### src/rtl/mod3_stream_tx_if.sv
// Word-in / bit-out link bundle for the mod-3 residue serializer.
// The producer drives the word side; the serializer drives the line side.
interface mod3_stream_tx_if #(
    parameter int DATA_W = 8
);
    logic              in_valid;
    logic [DATA_W-1:0] in_data;
    logic              in_ready;
    logic              bit_out;
    logic              bit_valid;
    logic              frame_start;
    logic              frame_end;

    modport master (
        output in_valid, in_data,
        input  in_ready, bit_out, bit_valid, frame_start, frame_end
    );

    modport slave (
        input  in_valid, in_data,
        output in_ready, bit_out, bit_valid, frame_start, frame_end
    );
endinterface

### src/rtl/mod3_stream_tx.sv
// Serializes a word MSB-first and appends two check bits so that
// every (DATA_W+2)-bit frame is an exact multiple of 3.
module mod3_stream_tx #(
    parameter int DATA_W = 8
) (
    input  logic             clk,
    input  logic             rst,
    mod3_stream_tx_if.slave  link
);
    localparam int CW = $clog2(DATA_W);
    localparam logic [CW-1:0] LAST = CW'(DATA_W - 1);

    typedef enum logic [1:0] {
        IDLE,
        DATA,
        CHK
    } state_t;

    state_t            state_q, state_d;
    logic [DATA_W-1:0] sreg_q, sreg_d;
    logic [CW-1:0]     cnt_q, cnt_d;
    logic [1:0]        r_q, r_d;
    logic              bit_q, bit_d;
    logic              vld_q, vld_d;
    logic              sof_q, sof_d;
    logic              eof_q, eof_d;
    logic              ready;
    logic              accept;
    logic [1:0]        chk;

    // Residue of (2r + b) mod 3; the unused encoding falls back to 0.
    function automatic logic [1:0] res_step(input logic [1:0] r,
                                            input logic       b);
        logic [1:0] n;
        case (r)
            2'd0:    n = b ? 2'd1 : 2'd0;
            2'd1:    n = b ? 2'd0 : 2'd2;
            2'd2:    n = b ? 2'd2 : 2'd1;
            default: n = 2'd0;
        endcase
        return n;
    endfunction

    // c chosen so that (4*D + c) mod 3 == 0, with 4 == 1 mod 3.
    function automatic logic [1:0] chk_bits(input logic [1:0] r);
        logic [1:0] c;
        case (r)
            2'd1:    c = 2'b10;
            2'd2:    c = 2'b01;
            default: c = 2'b00;
        endcase
        return c;
    endfunction

    assign ready = (state_q == IDLE) ||
                   ((state_q == CHK) && (cnt_q == CW'(1)));
    assign accept = ready && link.in_valid && !rst;
    assign chk = chk_bits(r_q);

    always_comb begin
        state_d = state_q;
        sreg_d  = sreg_q;
        cnt_d   = cnt_q;
        r_d     = r_q;
        bit_d   = 1'b0;
        vld_d   = 1'b0;
        sof_d   = 1'b0;
        eof_d   = 1'b0;
        case (state_q)
            IDLE: ;
            DATA: begin
                vld_d = 1'b1;
                if (cnt_q == LAST) begin
                    state_d = CHK;
                    cnt_d   = '0;
                    bit_d   = chk[1];
                end else begin
                    bit_d  = sreg_q[DATA_W-1];
                    sreg_d = sreg_q << 1;
                    r_d    = res_step(r_q, sreg_q[DATA_W-1]);
                    cnt_d  = cnt_q + CW'(1);
                end
            end
            CHK: begin
                if (cnt_q == '0) begin
                    bit_d = chk[0];
                    vld_d = 1'b1;
                    eof_d = 1'b1;
                    cnt_d = CW'(1);
                end else begin
                    state_d = IDLE;
                    cnt_d   = '0;
                end
            end
            default: state_d = IDLE;
        endcase
        // A new word overrides the idle/return path for gapless frames.
        if (accept) begin
            state_d = DATA;
            cnt_d   = '0;
            bit_d   = link.in_data[DATA_W-1];
            sreg_d  = link.in_data << 1;
            r_d     = res_step(2'd0, link.in_data[DATA_W-1]);
            vld_d   = 1'b1;
            sof_d   = 1'b1;
        end
    end

    always_ff @(posedge clk) begin
        if (rst) begin
            state_q <= IDLE;
            sreg_q  <= '0;
            cnt_q   <= '0;
            r_q     <= 2'd0;
            bit_q   <= 1'b0;
            vld_q   <= 1'b0;
            sof_q   <= 1'b0;
            eof_q   <= 1'b0;
        end else begin
            state_q <= state_d;
            sreg_q  <= sreg_d;
            cnt_q   <= cnt_d;
            r_q     <= r_d;
            bit_q   <= bit_d;
            vld_q   <= vld_d;
            sof_q   <= sof_d;
            eof_q   <= eof_d;
        end
    end

    assign link.in_ready    = ready && !rst;
    assign link.bit_out     = bit_q;
    assign link.bit_valid   = vld_q;
    assign link.frame_start = sof_q;
    assign link.frame_end   = eof_q;
endmodule
### src/flat_wrapper.sv
// flat-port wrapper written by rule: the top's interface ports become plain ports
module mod3_stream_tx_flat 
#(
    parameter int DATA_W = 8
)
  (clk, rst, link_in_valid, link_in_data, link_in_ready, link_bit_out, link_bit_valid, link_frame_start, link_frame_end);
  mod3_stream_tx_if #(.DATA_W(DATA_W)) link_i ();
  input  logic clk;
  input  logic rst;
  input wire logic [$bits(link_i.in_valid)-1:0] link_in_valid;
  input wire logic [$bits(link_i.in_data)-1:0] link_in_data;
  output wire logic [$bits(link_i.in_ready)-1:0] link_in_ready;
  output wire logic [$bits(link_i.bit_out)-1:0] link_bit_out;
  output wire logic [$bits(link_i.bit_valid)-1:0] link_bit_valid;
  output wire logic [$bits(link_i.frame_start)-1:0] link_frame_start;
  output wire logic [$bits(link_i.frame_end)-1:0] link_frame_end;
  assign link_i.in_valid = link_in_valid;
  assign link_i.in_data = link_in_data;
  assign link_in_ready = link_i.in_ready;
  assign link_bit_out = link_i.bit_out;
  assign link_bit_valid = link_i.bit_valid;
  assign link_frame_start = link_i.frame_start;
  assign link_frame_end = link_i.frame_end;
  mod3_stream_tx #(.DATA_W(DATA_W)) u_core (.clk(clk), .rst(rst), .link(link_i));
endmodule
### config.mk
export PLATFORM = sky130hd
export DESIGN_NAME = mod3_stream_tx_flat
export DESIGN_NICKNAME = d
export VERILOG_FILES = /design/src/rtl/mod3_stream_tx_if.sv /design/src/rtl/mod3_stream_tx.sv /design/src/flat_wrapper.sv
export SDC_FILE = /design/constraint.sdc
export NUM_CORES = 1
export LEC_CHECK = 0
export ABC_AREA = 1
export CELL_PAD_IN_SITES_DETAIL_PLACEMENT = 1
export CELL_PAD_IN_SITES_GLOBAL_PLACEMENT = 1
export CORE_ASPECT_RATIO = 1.1
export CORE_MARGIN = 4
export CORE_UTILIZATION = 37
export DETAILED_ROUTE_END_ITERATION = 16
export GPL_TIMING_DRIVEN = 0
export PLACE_DENSITY_LB_ADDON = 0.1
export SYNTH_ARGS = -nofsm -noshare
export SYNTH_HDL_FRONTEND = slang
export SYNTH_SLANG_ARGS = --single-unit
### constraint.sdc
create_clock -name clk -period 2.2 [get_ports clk]
set_clock_uncertainty 0.15 [all_clocks]
set_input_delay 0.33 -clock clk [delete_from_list [all_inputs] [get_ports clk]]
set_output_delay 0.33 -clock clk [all_outputs]
set_load 0.02 [all_outputs]
==> results.py <==
metrics = {
    "clocking": {
        "cts_root_buffer": "clkbuf_4",
        "path_clk_slew_ps": 120,
        "cts_setup_buffers": 0,
        "cts_buffers": 3,
        "clock_latency_ps": 300,
        "cts_max_level": 1,
        "numClockSinks": 18,
        "clk_path_buf_depth": 2,
        "cts_tree": "built",
    },
    "worst_hold_path": {
        "hold_class": "primary input to flip-flop",
    },
    "power_and_ir_drop": {
        "p_comb_share_pct": 26.4,
        "p_leak_nw": 0.539,
        "clkPwrFrac_pct": 27.3,
        "seq_power_share_pct": 46.3,
        "intPower_w": 0.000533,
        "peakVddDrop_v": 0.000322,
        "total_power_w": 0.000791,
        "p_sw_share_pct": 32.6,
        "power_density_nw_per_um2": 656,
        "switchingPower_w": 0.000258,
    },
    "placement": {
        "io_buffers": 14,
        "place.gp.congestion": 0.833,
        "dp_hpwl_microns": 1870,
    },
    "setup_path": {
        "critPathMaxFanout": 5,
        "cp_cell_sequence": "inv_1, ha_2, nand3_2, nand2_4, inv_1, nor2_1, clkbuf_2",
        "required_ps": 1720,
        "critPathCaptureType": "primary output",
        "cpMostUsedCell": "inv_1",
        "cp.arrival_ps": 1500,
        "critPathKind": "flip-flop to primary output",
        "slowest_stage": "dfxtp_1",
        "start_kind": "flip-flop",
        "slowest_delay_ps": 330,
    },
    "global_routing": {
        "grt_antenna_before_repair": 0,
        "track_usage_pct": 14.8,
        "grt_max_degree": 11,
        "grt.met2_usage_pct": 26.1,
        "grt_pass1_vias": 927,
        "use_met3_pct": 2.07,
        "overflow": 0,
        "use_met1_pct": 16.9,
        "grt_pass1_wl_microns": 4160,
        "busiest_layer": "met2",
    },
    "floorplan": {
        "start_util_pct": 39.0,
        "die_area_sq_um": 3580,
        "chipWidth_microns": 57.4,
        "io-pin-count": 16,
        "core_area_sq_um": 2540,
        "fp.dieH_microns": 62.3,
        "rows": 19,
    },
    "timing": {
        "rsz0062_at_grt": "no",
        "whs_ps": 158,
        "tns_ps": 0,
        "timing.fmax_mhz": 505,
        "timing.final.crit_share_pct": 90.1,
        "setup_violations": 0,
        "max-slew-margin-rel_pct": 82.9,
        "worstMarginPinSlew_ps": 256,
        "min_period_ps": 1980,
        "hold_viol_final": 0,
        "final_max_slew_viol_count": 0,
    },
    "synthesis": {
        "mappedNetlistArea_sq_um": 992,
        "synth_seq_area_share_pct": 36.3,
        "avgSynthCellArea_sq_um": 7.52,
        "synth_nets": 150,
        "synth-seq-cells": 18,
        "yosysUniqueCellTypes": 26,
        "synthCells": 132,
        "ys_warn_count": 0,
    },
    "final_layout": {
        "nFillCells": 332,
        "drive_above_1_share_pct": 13.3,
        "fin_nets": 169,
        "final_util_pct": 47.4,
        "final_common_cell": "nand2_1",
        "final_cell_mix": "22 x nand2_1, 21 x inv_1, 18 x dfxtp_1, 15 x nand3_1, 13 x clkdlybuf4s50_1",
        "areaGrowthSynthToFinish_pct": 21.4,
        "antenna_cells": 0,
    },
    "routing": {
        "wl_microns": 2350,
        "firstDrtPassIters": 4,
        "drc": 0,
        "wire_per_inst_microns": 13.0,
        "vias_per_cell": 4.96,
        "drt_iter0_drc": 6,
        "ant_nets": 0,
        "vias": 898,
    },
    "status": {
        "status": "finished clean",
    },
    "job": {
        "drv_cap": 0,
    },
}
[final timing paths]
check	slack, ps	start	depth (start not counted)	end
worst max register to register	350	u_core.cnt_q[0]	8	u_core.state_q[1]
worst min register to register	330	u_core.sreg_q[1]	2	u_core.sreg_q[1]
worst min-delay path	160	rst	2	u_core.r_q[1]
worst max-delay path	220	u_core.state_q[0]	7	link_in_ready
[flip-flops by register name (all words and copies together), names as in the netlist]
register / cells
u_core.r_q: 2
u_core.link.bit_valid: 1
u_core.link.frame_end: 1
u_core.link.bit_out: 1
u_core.state_q: 2
u_core.cnt_q: 3
u_core.sreg_q: 7
u_core.link.frame_start: 1
[Yosys cell counts (all sizes together)]
| master | n | share of area [%] |
|---|---|---|
| a21oi | 8 | 4.4 |
| and2 | 1 | 0.63 |
| nor3 | 3 | 2.0 |
| o31ai | 1 | 0.76 |
| nor2 | 12 | 6.2 |
| dfxtp | 18 | 36 |
| ha | 7 | 8.8 |
| buf | 2 | 1.9 |
| a211oi | 1 | 0.76 |
| nand4 | 3 | 1.9 |
| inv | 24 | 9.3 |
| nand2 | 26 | 12 |
| a31oi | 1 | 0.63 |
| or2 | 1 | 0.63 |
| o21ai | 7 | 3.5 |
| nand3 | 17 | 10 |
[critical path: cells and delay by family, from the launching register on]
kind                     cells  cell delay [ps]
adder cells (fa/ha/maj)      1              230
buffers and inverters        3              330
flip-flops                   1              330
AND/OR/NAND/NOR              3              310
[area by class of cell]
type	count	area [sq um]	area share [%]
sequential	18	360	29.9
timing repair buffer	14	135	11.2
tap	31	38.8	3.22
inverter	24	92.6	7.68
clock buffer	4	36.3	3.01
buffer	2	18.8	1.56
multi-input combinational	88	523	43.4
[power by group through the flow]
| stage | Combinational, W | Clock [W] | Sequential [W] |
|---|---|---|---|
| after global placement | 0.000208 | 0 | 0.000373 |
| after floorplan | 0.000140 | 0 | 0.000376 |
| final | 0.000209 | 0.000216 | 0.000366 |
| after detailed placement | 0.000214 | 0 | 0.000374 |
| after CTS | 0.000214 | 0.000226 | 0.000367 |
| after global routing | 0.000240 | 0.000245 | 0.000370 |
[metrics by stage]
stage               instances  instance area [sq um]  setup slack [ps]
floorplan                 132                    992               608
global placement          177                   1170               112
detailed placement        177                   1170              77.9
CTS                       181                   1210              12.2
global route              181                   1200              63.2
finish                    181                   1200               218
[logic make-up after synthesis]
kind of cell	synth area share, %
and+or+nand+nor	33.5
buffers and inverters	11.2
AOI/OAI and AO/OA	10.1
DFF	36.3
adders and majority gates	8.83
[layer usage]
metal,share of wire [%],vias up
met5,0,-
met4,1.8,0
met3,2.6,4
met2,55,9
met1,41,424
li1,-,461
[timing repair]
item / in CTS / in global routing
hold buffers: 0 / 0
endpoints found under the setup margin: 1 / 1
resized for setup: 2 / 2
No activity file was read; power rests on OpenSTA's default activity.
